**config.mk**
```make
export PLATFORM = sky130hd
export DESIGN_NAME = ahb_lite_master_arbiter
export DESIGN_NICKNAME = d
export VERILOG_FILES = /design/src/rtl/ahb_lite_master_arbiter_pkg.sv /design/src/rtl/ahb_lite_master_arbiter_input_stage.sv /design/src/rtl/ahb_lite_master_arbiter.sv
export SDC_FILE = /design/constraint.sdc
export NUM_CORES = 1
export LEC_CHECK = 0
export CORE_AREA = 2 2 130 132
export CTS_CLUSTER_SIZE = 16
export DETAILED_ROUTE_END_ITERATION = 10
export DIE_AREA = 0 0 132 134
export GPL_TIMING_DRIVEN = 0
export PLACE_DENSITY = 0.82
export SETUP_SLACK_MARGIN = 0.15
export SLEW_MARGIN = 10
export SYNTH_ARGS = -nofsm -noshare
export SYNTH_HDL_FRONTEND = slang
export SYNTH_SLANG_ARGS = --single-unit
```
**constraint.sdc**
```tcl
create_clock -name HCLK -period 3.9 [get_ports HCLK]
set_clock_uncertainty 0.2 [all_clocks]
set_input_delay 1.17 -clock HCLK [delete_from_list [all_inputs] [get_ports HCLK]]
set_output_delay 1.17 -clock HCLK [all_outputs]
set_load 0.02 [all_outputs]
```
**src/rtl/ahb_lite_master_arbiter_pkg.sv**
```systemverilog
`default_nettype none
// ---------------------------------------------------------------------------
// ahb_pkg : AHB-Lite encodings and types shared by the two-master arbiter.
// Revision : 1.0
// ---------------------------------------------------------------------------
package ahb_pkg;

  localparam logic [1:0] HTRANS_IDLE   = 2'b00;
  localparam logic [1:0] HTRANS_BUSY   = 2'b01;
  localparam logic [1:0] HTRANS_NONSEQ = 2'b10;
  localparam logic [1:0] HTRANS_SEQ    = 2'b11;

  localparam logic HRESP_OKAY  = 1'b0;
  localparam logic HRESP_ERROR = 1'b1;

  typedef enum logic {
    MST_M0 = 1'b0,
    MST_M1 = 1'b1
  } mst_t;

  typedef enum logic [1:0] {
    DOWN_NONE = 2'b00,
    DOWN_M0   = 2'b01,
    DOWN_M1   = 2'b10
  } data_own_t;

  // Address-phase control captured alongside the address (HWDATA is not).
  typedef struct packed {
    logic [1:0] trans;
    logic       write;
    logic [2:0] size;
    logic [2:0] burst;
    logic [3:0] prot;
    logic       lock;
  } ahb_ctrl_t;

  localparam int CTRL_W = $bits(ahb_ctrl_t);

  function automatic logic trans_active(input logic [1:0] trans);
    return (trans == HTRANS_NONSEQ) || (trans == HTRANS_SEQ);
  endfunction

endpackage
`default_nettype wire

```
**src/rtl/ahb_lite_master_arbiter_input_stage.sv**
```systemverilog
`default_nettype none
// ---------------------------------------------------------------------------
// ahb_arb_input_stage : one-deep address-phase buffer and response mux per master.
// Revision : 1.0
// ---------------------------------------------------------------------------
module ahb_arb_input_stage
  import ahb_pkg::*;
#(
  parameter int ADDR_W = 32
) (
  input  logic              clk,
  input  logic              rst_n,
  input  logic              hready,
  input  logic              granted,
  input  logic              data_owner,
  input  logic [ADDR_W-1:0] live_addr,
  input  logic [CTRL_W-1:0] live_ctrl,
  input  logic              bus_hresp,
  output logic              pend,
  output logic [ADDR_W-1:0] pend_addr,
  output logic [CTRL_W-1:0] pend_ctrl,
  output logic              hreadyout,
  output logic              hresp
);

  ahb_ctrl_t live_c;
  logic      capture;
  logic      release_pend;

  assign live_c = ahb_ctrl_t'(live_ctrl);

  // The master believes its NONSEQ was accepted whenever it sees HREADYOUT=1,
  // so a losing master must be buffered here or the transfer is lost.
  assign capture      = hready && hreadyout && !granted && (live_c.trans == HTRANS_NONSEQ);
  assign release_pend = hready && granted && pend;

  always_ff @(posedge clk or negedge rst_n) begin
    if (!rst_n) begin
      pend      <= 1'b0;
      pend_addr <= '0;
      pend_ctrl <= '0;
    end else if (capture) begin
      pend      <= 1'b1;
      pend_addr <= live_addr;
      pend_ctrl <= live_ctrl;
    end else if (release_pend) begin
      pend      <= 1'b0;
    end
  end

  assign hreadyout = pend ? 1'b0 : (data_owner ? hready : 1'b1);
  assign hresp     = data_owner ? bus_hresp : HRESP_OKAY;

endmodule
`default_nettype wire

```
**src/rtl/ahb_lite_master_arbiter.sv**
```systemverilog
`default_nettype none
// ---------------------------------------------------------------------------
// ahb_lite_master_arbiter : shares matrix port SI0 between masters M0 and M1.
// Revision : 1.0
// ---------------------------------------------------------------------------
module ahb_lite_master_arbiter
  import ahb_pkg::*;
#(
  parameter int RR_EN  = 1,
  parameter int ADDR_W = 32,
  parameter int DATA_W = 32
) (
  input  logic              HCLK,
  input  logic              HRESETn,
  input  logic [ADDR_W-1:0] HADDR_M0,
  input  logic [1:0]        HTRANS_M0,
  input  logic              HWRITE_M0,
  input  logic [2:0]        HSIZE_M0,
  input  logic [2:0]        HBURST_M0,
  input  logic [3:0]        HPROT_M0,
  input  logic              HMASTLOCK_M0,
  input  logic [DATA_W-1:0] HWDATA_M0,
  output logic [DATA_W-1:0] HRDATA_M0,
  output logic              HREADYOUT_M0,
  output logic              HRESP_M0,
  input  logic [ADDR_W-1:0] HADDR_M1,
  input  logic [1:0]        HTRANS_M1,
  input  logic              HWRITE_M1,
  input  logic [2:0]        HSIZE_M1,
  input  logic [2:0]        HBURST_M1,
  input  logic [3:0]        HPROT_M1,
  input  logic              HMASTLOCK_M1,
  input  logic [DATA_W-1:0] HWDATA_M1,
  output logic [DATA_W-1:0] HRDATA_M1,
  output logic              HREADYOUT_M1,
  output logic              HRESP_M1,
  output logic [ADDR_W-1:0] HADDR,
  output logic [1:0]        HTRANS,
  output logic              HWRITE,
  output logic [2:0]        HSIZE,
  output logic [2:0]        HBURST,
  output logic [3:0]        HPROT,
  output logic              HMASTLOCK,
  output logic [DATA_W-1:0] HWDATA,
  input  logic [DATA_W-1:0] HRDATA,
  input  logic              HREADY,
  input  logic              HRESP
);

  mst_t      addr_own, addr_own_nxt;
  mst_t      last_gnt, last_gnt_nxt;
  data_own_t data_own, data_own_nxt;
  mst_t      gnt, iss;

  ahb_ctrl_t         live_ctrl  [2];
  logic [ADDR_W-1:0] live_addr  [2];
  logic [ADDR_W-1:0] pend_addr  [2];
  logic [CTRL_W-1:0] pend_ctrl  [2];
  logic [1:0]        pend;
  logic [1:0]        req;
  logic [1:0]        gnt_vec;
  logic [1:0]        down_vec;
  logic [1:0]        hreadyout_v;
  logic [1:0]        hresp_v;
  logic              retain;
  logic              iss_req;
  ahb_ctrl_t         iss_ctrl;
  logic [ADDR_W-1:0] iss_addr;

  assign live_addr[0] = HADDR_M0;
  assign live_addr[1] = HADDR_M1;
  assign live_ctrl[0] = '{trans: HTRANS_M0, write: HWRITE_M0, size: HSIZE_M0,
                          burst: HBURST_M0, prot: HPROT_M0, lock: HMASTLOCK_M0};
  assign live_ctrl[1] = '{trans: HTRANS_M1, write: HWRITE_M1, size: HSIZE_M1,
                          burst: HBURST_M1, prot: HPROT_M1, lock: HMASTLOCK_M1};

  assign req[0] = pend[0] | trans_active(live_ctrl[0].trans);
  assign req[1] = pend[1] | trans_active(live_ctrl[1].trans);

  // Bursts (SEQ/BUSY) and locked sequences keep the bus with their owner.
  assign retain = (live_ctrl[addr_own].trans == HTRANS_SEQ)  ||
                  (live_ctrl[addr_own].trans == HTRANS_BUSY) ||
                  live_ctrl[addr_own].lock;

  always_comb begin
    gnt = addr_own;
    if (!retain) begin
      if (req[0] && !req[1]) begin
        gnt = MST_M0;
      end else if (req[1] && !req[0]) begin
        gnt = MST_M1;
      end else if (req[0] && req[1]) begin
        gnt = ((RR_EN != 0) && (last_gnt == MST_M0)) ? MST_M1 : MST_M0;
      end
    end
  end

  // While HREADY is low the address phase on the bus must stay with addr_own.
  assign iss      = HREADY ? gnt : addr_own;
  assign iss_req  = req[iss];
  assign iss_ctrl = pend[iss] ? ahb_ctrl_t'(pend_ctrl[iss]) : live_ctrl[iss];
  assign iss_addr = pend[iss] ? pend_addr[iss] : live_addr[iss];

  assign gnt_vec  = {gnt == MST_M1, gnt == MST_M0};
  assign down_vec = {data_own == DOWN_M1, data_own == DOWN_M0};

  generate
    for (genvar i = 0; i < 2; i++) begin : g_stage
      ahb_arb_input_stage #(
        .ADDR_W (ADDR_W)
      ) u_stage (
        .clk        (HCLK),
        .rst_n      (HRESETn),
        .hready     (HREADY),
        .granted    (gnt_vec[i]),
        .data_owner (down_vec[i]),
        .live_addr  (live_addr[i]),
        .live_ctrl  (live_ctrl[i]),
        .bus_hresp  (HRESP),
        .pend       (pend[i]),
        .pend_addr  (pend_addr[i]),
        .pend_ctrl  (pend_ctrl[i]),
        .hreadyout  (hreadyout_v[i]),
        .hresp      (hresp_v[i])
      );
    end
  endgenerate

  always_comb begin
    addr_own_nxt = addr_own;
    last_gnt_nxt = last_gnt;
    data_own_nxt = data_own;
    if (HREADY) begin
      addr_own_nxt = gnt;
      data_own_nxt = !iss_req ? DOWN_NONE : ((gnt == MST_M1) ? DOWN_M1 : DOWN_M0);
      if (iss_req) begin
        last_gnt_nxt = gnt;
      end
    end
  end

  always_ff @(posedge HCLK or negedge HRESETn) begin
    if (!HRESETn) begin
      addr_own <= MST_M0;
      last_gnt <= MST_M1;
      data_own <= DOWN_NONE;
    end else begin
      addr_own <= addr_own_nxt;
      last_gnt <= last_gnt_nxt;
      data_own <= data_own_nxt;
    end
  end

  // Reset gates the bus immediately so nothing leaks out while HRESETn is low.
  assign HTRANS    = (iss_req && HRESETn) ? iss_ctrl.trans : HTRANS_IDLE;
  assign HADDR     = HRESETn ? iss_addr : '0;
  assign HMASTLOCK = HRESETn & iss_ctrl.lock;
  assign HWRITE    = iss_ctrl.write;
  assign HSIZE     = iss_ctrl.size;
  assign HBURST    = iss_ctrl.burst;
  assign HPROT     = iss_ctrl.prot;
  assign HWDATA    = (data_own == DOWN_M1) ? HWDATA_M1 : HWDATA_M0;

  assign HRDATA_M0    = HRDATA;
  assign HRDATA_M1    = HRDATA;
  assign HREADYOUT_M0 = hreadyout_v[0];
  assign HREADYOUT_M1 = hreadyout_v[1];
  assign HRESP_M0     = hresp_v[0];
  assign HRESP_M1     = hresp_v[1];

endmodule
`default_nettype wire
```
==> metrics.yaml <==
run_status:
  status: "finished, violations left"
  failed_checks: "setup timing"
placement:
  gp_congestion: 0.8682
  io_buffers: 305
  dpl.hpwl_microns: 17570
sta:
  maxSlewViolCount: 0
  fin_crit_sh_pct: 103.9
  maxSlewHeadroom_pct: 48.00
  period_needed_ns: 4.051
  tightestPinTransition_ns: 0.7800
  hold_viol_final: 0
  timing.final.ws_setup_ns: -0.1507
  whs_ns: 0.2869
  finalSetupViolCount: 45
  fmax_ghz: 0.2469
  tns_ns: -4.575
  rsz0062_at_grt: "yes"
pwr:
  p_sw_share_pct: 37.28
  combPwrFrac_pct: 62.8
  cellLeakagePower_uw: 0.004923
  p_switching_uw: 2657
  peakVddDrop_v: 0.0004181
  p_int_uw: 4471
  p_seq_share_pct: 24.6
  p_clk_share_pct: 12.6
  cellPowerDensity_mw_per_mm2: 631.4
critical_path:
  path_cells: "buf_6 -> or2_4 -> a31o_4 -> buf_8 -> buf_4 -> bufbuf_16 -> nand3_1 -> o211a_4 -> buf_6"
  arrival_ns: 2.68
  critPathMostFrequentCell: "buf_6"
  cp_slowest_cell: "bufbuf_16"
  endpoint_kind: "primary output"
  crit_fanout: 5
  startpoint_type: "input port"
  path_class: "in2out"
  cp_data_required_time_ns: 2.53
  slowest_delay_ns: 0.27
  crit_start: "HTRANS_M1[1]"
  r2r_setup_slack_ns: 1.33
  worstReg2RegStart: "addr_own$_DFF_PN0_"
global_route:
  use_met3_pct: 7.521
  use_met2_pct: 43.72
  grt_busiest_layer: "met2"
  grt_pass1_wl_microns: 34840
  met1_usage_pct: 32.06
  grt.total_usage_pct: 25.83
  grt-ovfl-total: 0
  grt_pass1_vias: 5875
  antenna_found_initial: 5
  grt_max_degree: 45
logic_synthesis:
  syn_inst: 536
  synth.avg_cell_area_sq_um: 11.89
  synth_compound_area_share_pct: 7.969
  synthFlopType: "dfrtp_1"
  synth_fp_nets: 728
  synth-xor-area-share_pct: 0
  yosysWarnings: 0
  synth_edf_count: 0
  yosys.area.top_type: "dfrtp_1"
  netlist_top_cells_area: "dfrtp_1, mux2_2, mux2i_1"
  synth_cell_types: 44
  seq_area_frac_synth_pct: 38.49
  synth_mux_area_share_pct: 37.55
  synth_top_family_by_area: "multiplexers"
  synth_seq_cells: 98
  synth_top_cell_area_share_pct: 38.08
  yosys.area_share.simple_pct: 4.887
  async_flop_share_pct: 100.0
  synth_area_sq_mm: 0.006375
  synth-adder-area-share_pct: 0
drt:
  drt_wl_total_microns: 23500
  drc: 0
  ant_nets: 0
  wl_per_cell_microns: 21.11
  viasPerCell: 5.065
  drt_iter0_drc: 171
  firstDrtPassIters: 4
  vias: 5637
die:
  top_level_ports: 338
  core_sq_mm: 0.01629
  die_h_microns: 134
  rows: 47
  die_area_sq_mm: 0.01769
  start_util_pct: 39.14
  die_x_microns: 132
clock_tree:
  root_buffer: "clkbuf_16"
  ctsLongestPathBuffers: 2
  cts_buffers: 9
  hold_buffers: 0
  cts_tree: "built"
  clk_latency_ns: 0.35
  path_clk_slew_ns: 0.07
  htreeDepth: 3
  cts.sinks: 98
run:
  maxCapViolCount: 0
hold_path:
  min_path_type: "reg2reg"
  min_from: "g_stage[0].u_stage.pend_addr[11]$_DFFE_PN0P_"
cells_and_area:
  layout-drive-gt1-share_pct: 45.84
  nets: 1077
  final_common_cell: "clkdlybuf4s50_1"
  mostFrequentLayoutCells: "clkdlybuf4s50_1, mux2_2, dfrtp_1"
  area_growth_pct: 77.10
[area by class of cell]
class / count / area [sq um]
diodes: 3 / 7.507
well taps: 220 / 275.3
plain buffers: 103 / 860.8
inverters: 6 / 35.03
flip-flops and latches: 98 / 2454
clock buffers: 11 / 232.7
repair buffers: 338 / 3615
fillers: 1169 / 5000
clock inverters: 5 / 55.05
multi-input cells: 329 / 3755
[registers in the layout (all words and copies together) (netlist names)]
signal / flops
g_stage.u_stage.pend_addr: 64
g_stage.u_stage.pend_ctrl: 28
data_own: 2
g_stage.u_stage.pend: 2
addr_own: 1
last_gnt: 1
[routing by layer]
metal,vias up,share of wire [%]
li1,2599,-
met1,2770,40
met2,235,51
met3,29,7.9
met4,4,1.7
met5,-,0.10
[path summary, 6_finish.rpt]
kind                                                                end  depth (start not counted)
max                                                           HADDR[21]                          9
min                        g_stage[0].u_stage.pend_addr[11]$_DFFE_PN0P_                          1
max reg2reg                g_stage[0].u_stage.pend_addr[15]$_DFFE_PN0P_                          5
min reg2reg                g_stage[0].u_stage.pend_addr[11]$_DFFE_PN0P_                          1
max in group asynchronous   g_stage[0].u_stage.pend_ctrl[0]$_DFFE_PN0P_                          2
min in group asynchronous  g_stage[0].u_stage.pend_addr[16]$_DFFE_PN0P_                          1
[logic make-up after synthesis]
kind of cell / count (synthesis)
multiplexers: 220
buffers and inverters: 109
flip-flops: 98
AND/OR/NAND/NOR: 55
AO/OA/AOI/OAI: 54
[power groups by stage]
| stage | clock network (uW) | registers [uW] | logic, uW |
|---|---|---|---|
| CTS | 906 | 1740 | 4420 |
| global route | 949 | 1810 | 4710 |
| finish | 899 | 1760 | 4470 |
| floorplan | 0 | 1680 | 2530 |
| global placement | 0 | 1720 | 3730 |
| detailed placement | 0 | 1750 | 3770 |
[synth_stat cells (all sizes together), types with 2 or more instances]
cell type	n
mux2	153
dfrtp	97
buf	88
mux2i	67
o211a	34
nand3	33
clkbuf	15
inv	6
nor2	4
a21oi	3
nand2	3
nor3b	3
o21ai	3
or2	3
a211oi	2
and2	2
nor2b	2
nor3	2
o2bb2ai	2
[worst max-delay path: cells and delay by family]
kind,cells,cell delay [ns]
AOI/OAI and AO/OA,2,0.42
buffers and inverters,5,0.76
and+or+nand+nor,2,0.34
[what timing repair did]
action,4_1_cts,5_1_grt
setup buffers,18,5
resized for setup,422,27
cloned,8,1
pin swaps,36,5
setup endpoints to repair,80,57
[metrics by stage]
stage	setup WS, ns	power [uW]	utilization, %	instances	area (sq um)
2_1_floorplan	0.1437	4213	-	536	6734
6_report	-0.1507	7129	69.31	1113	11290
5_1_grt	-0.1874	7469	69.29	1112	11290
4_1_cts	-0.1366	7068	68.30	1104	11130
3_3_place_gp	-4.448	5452	61.77	1061	10060
3_5_place_dp	-1.256	5523	61.95	1062	10090
(Power assumes the default switching activity.)
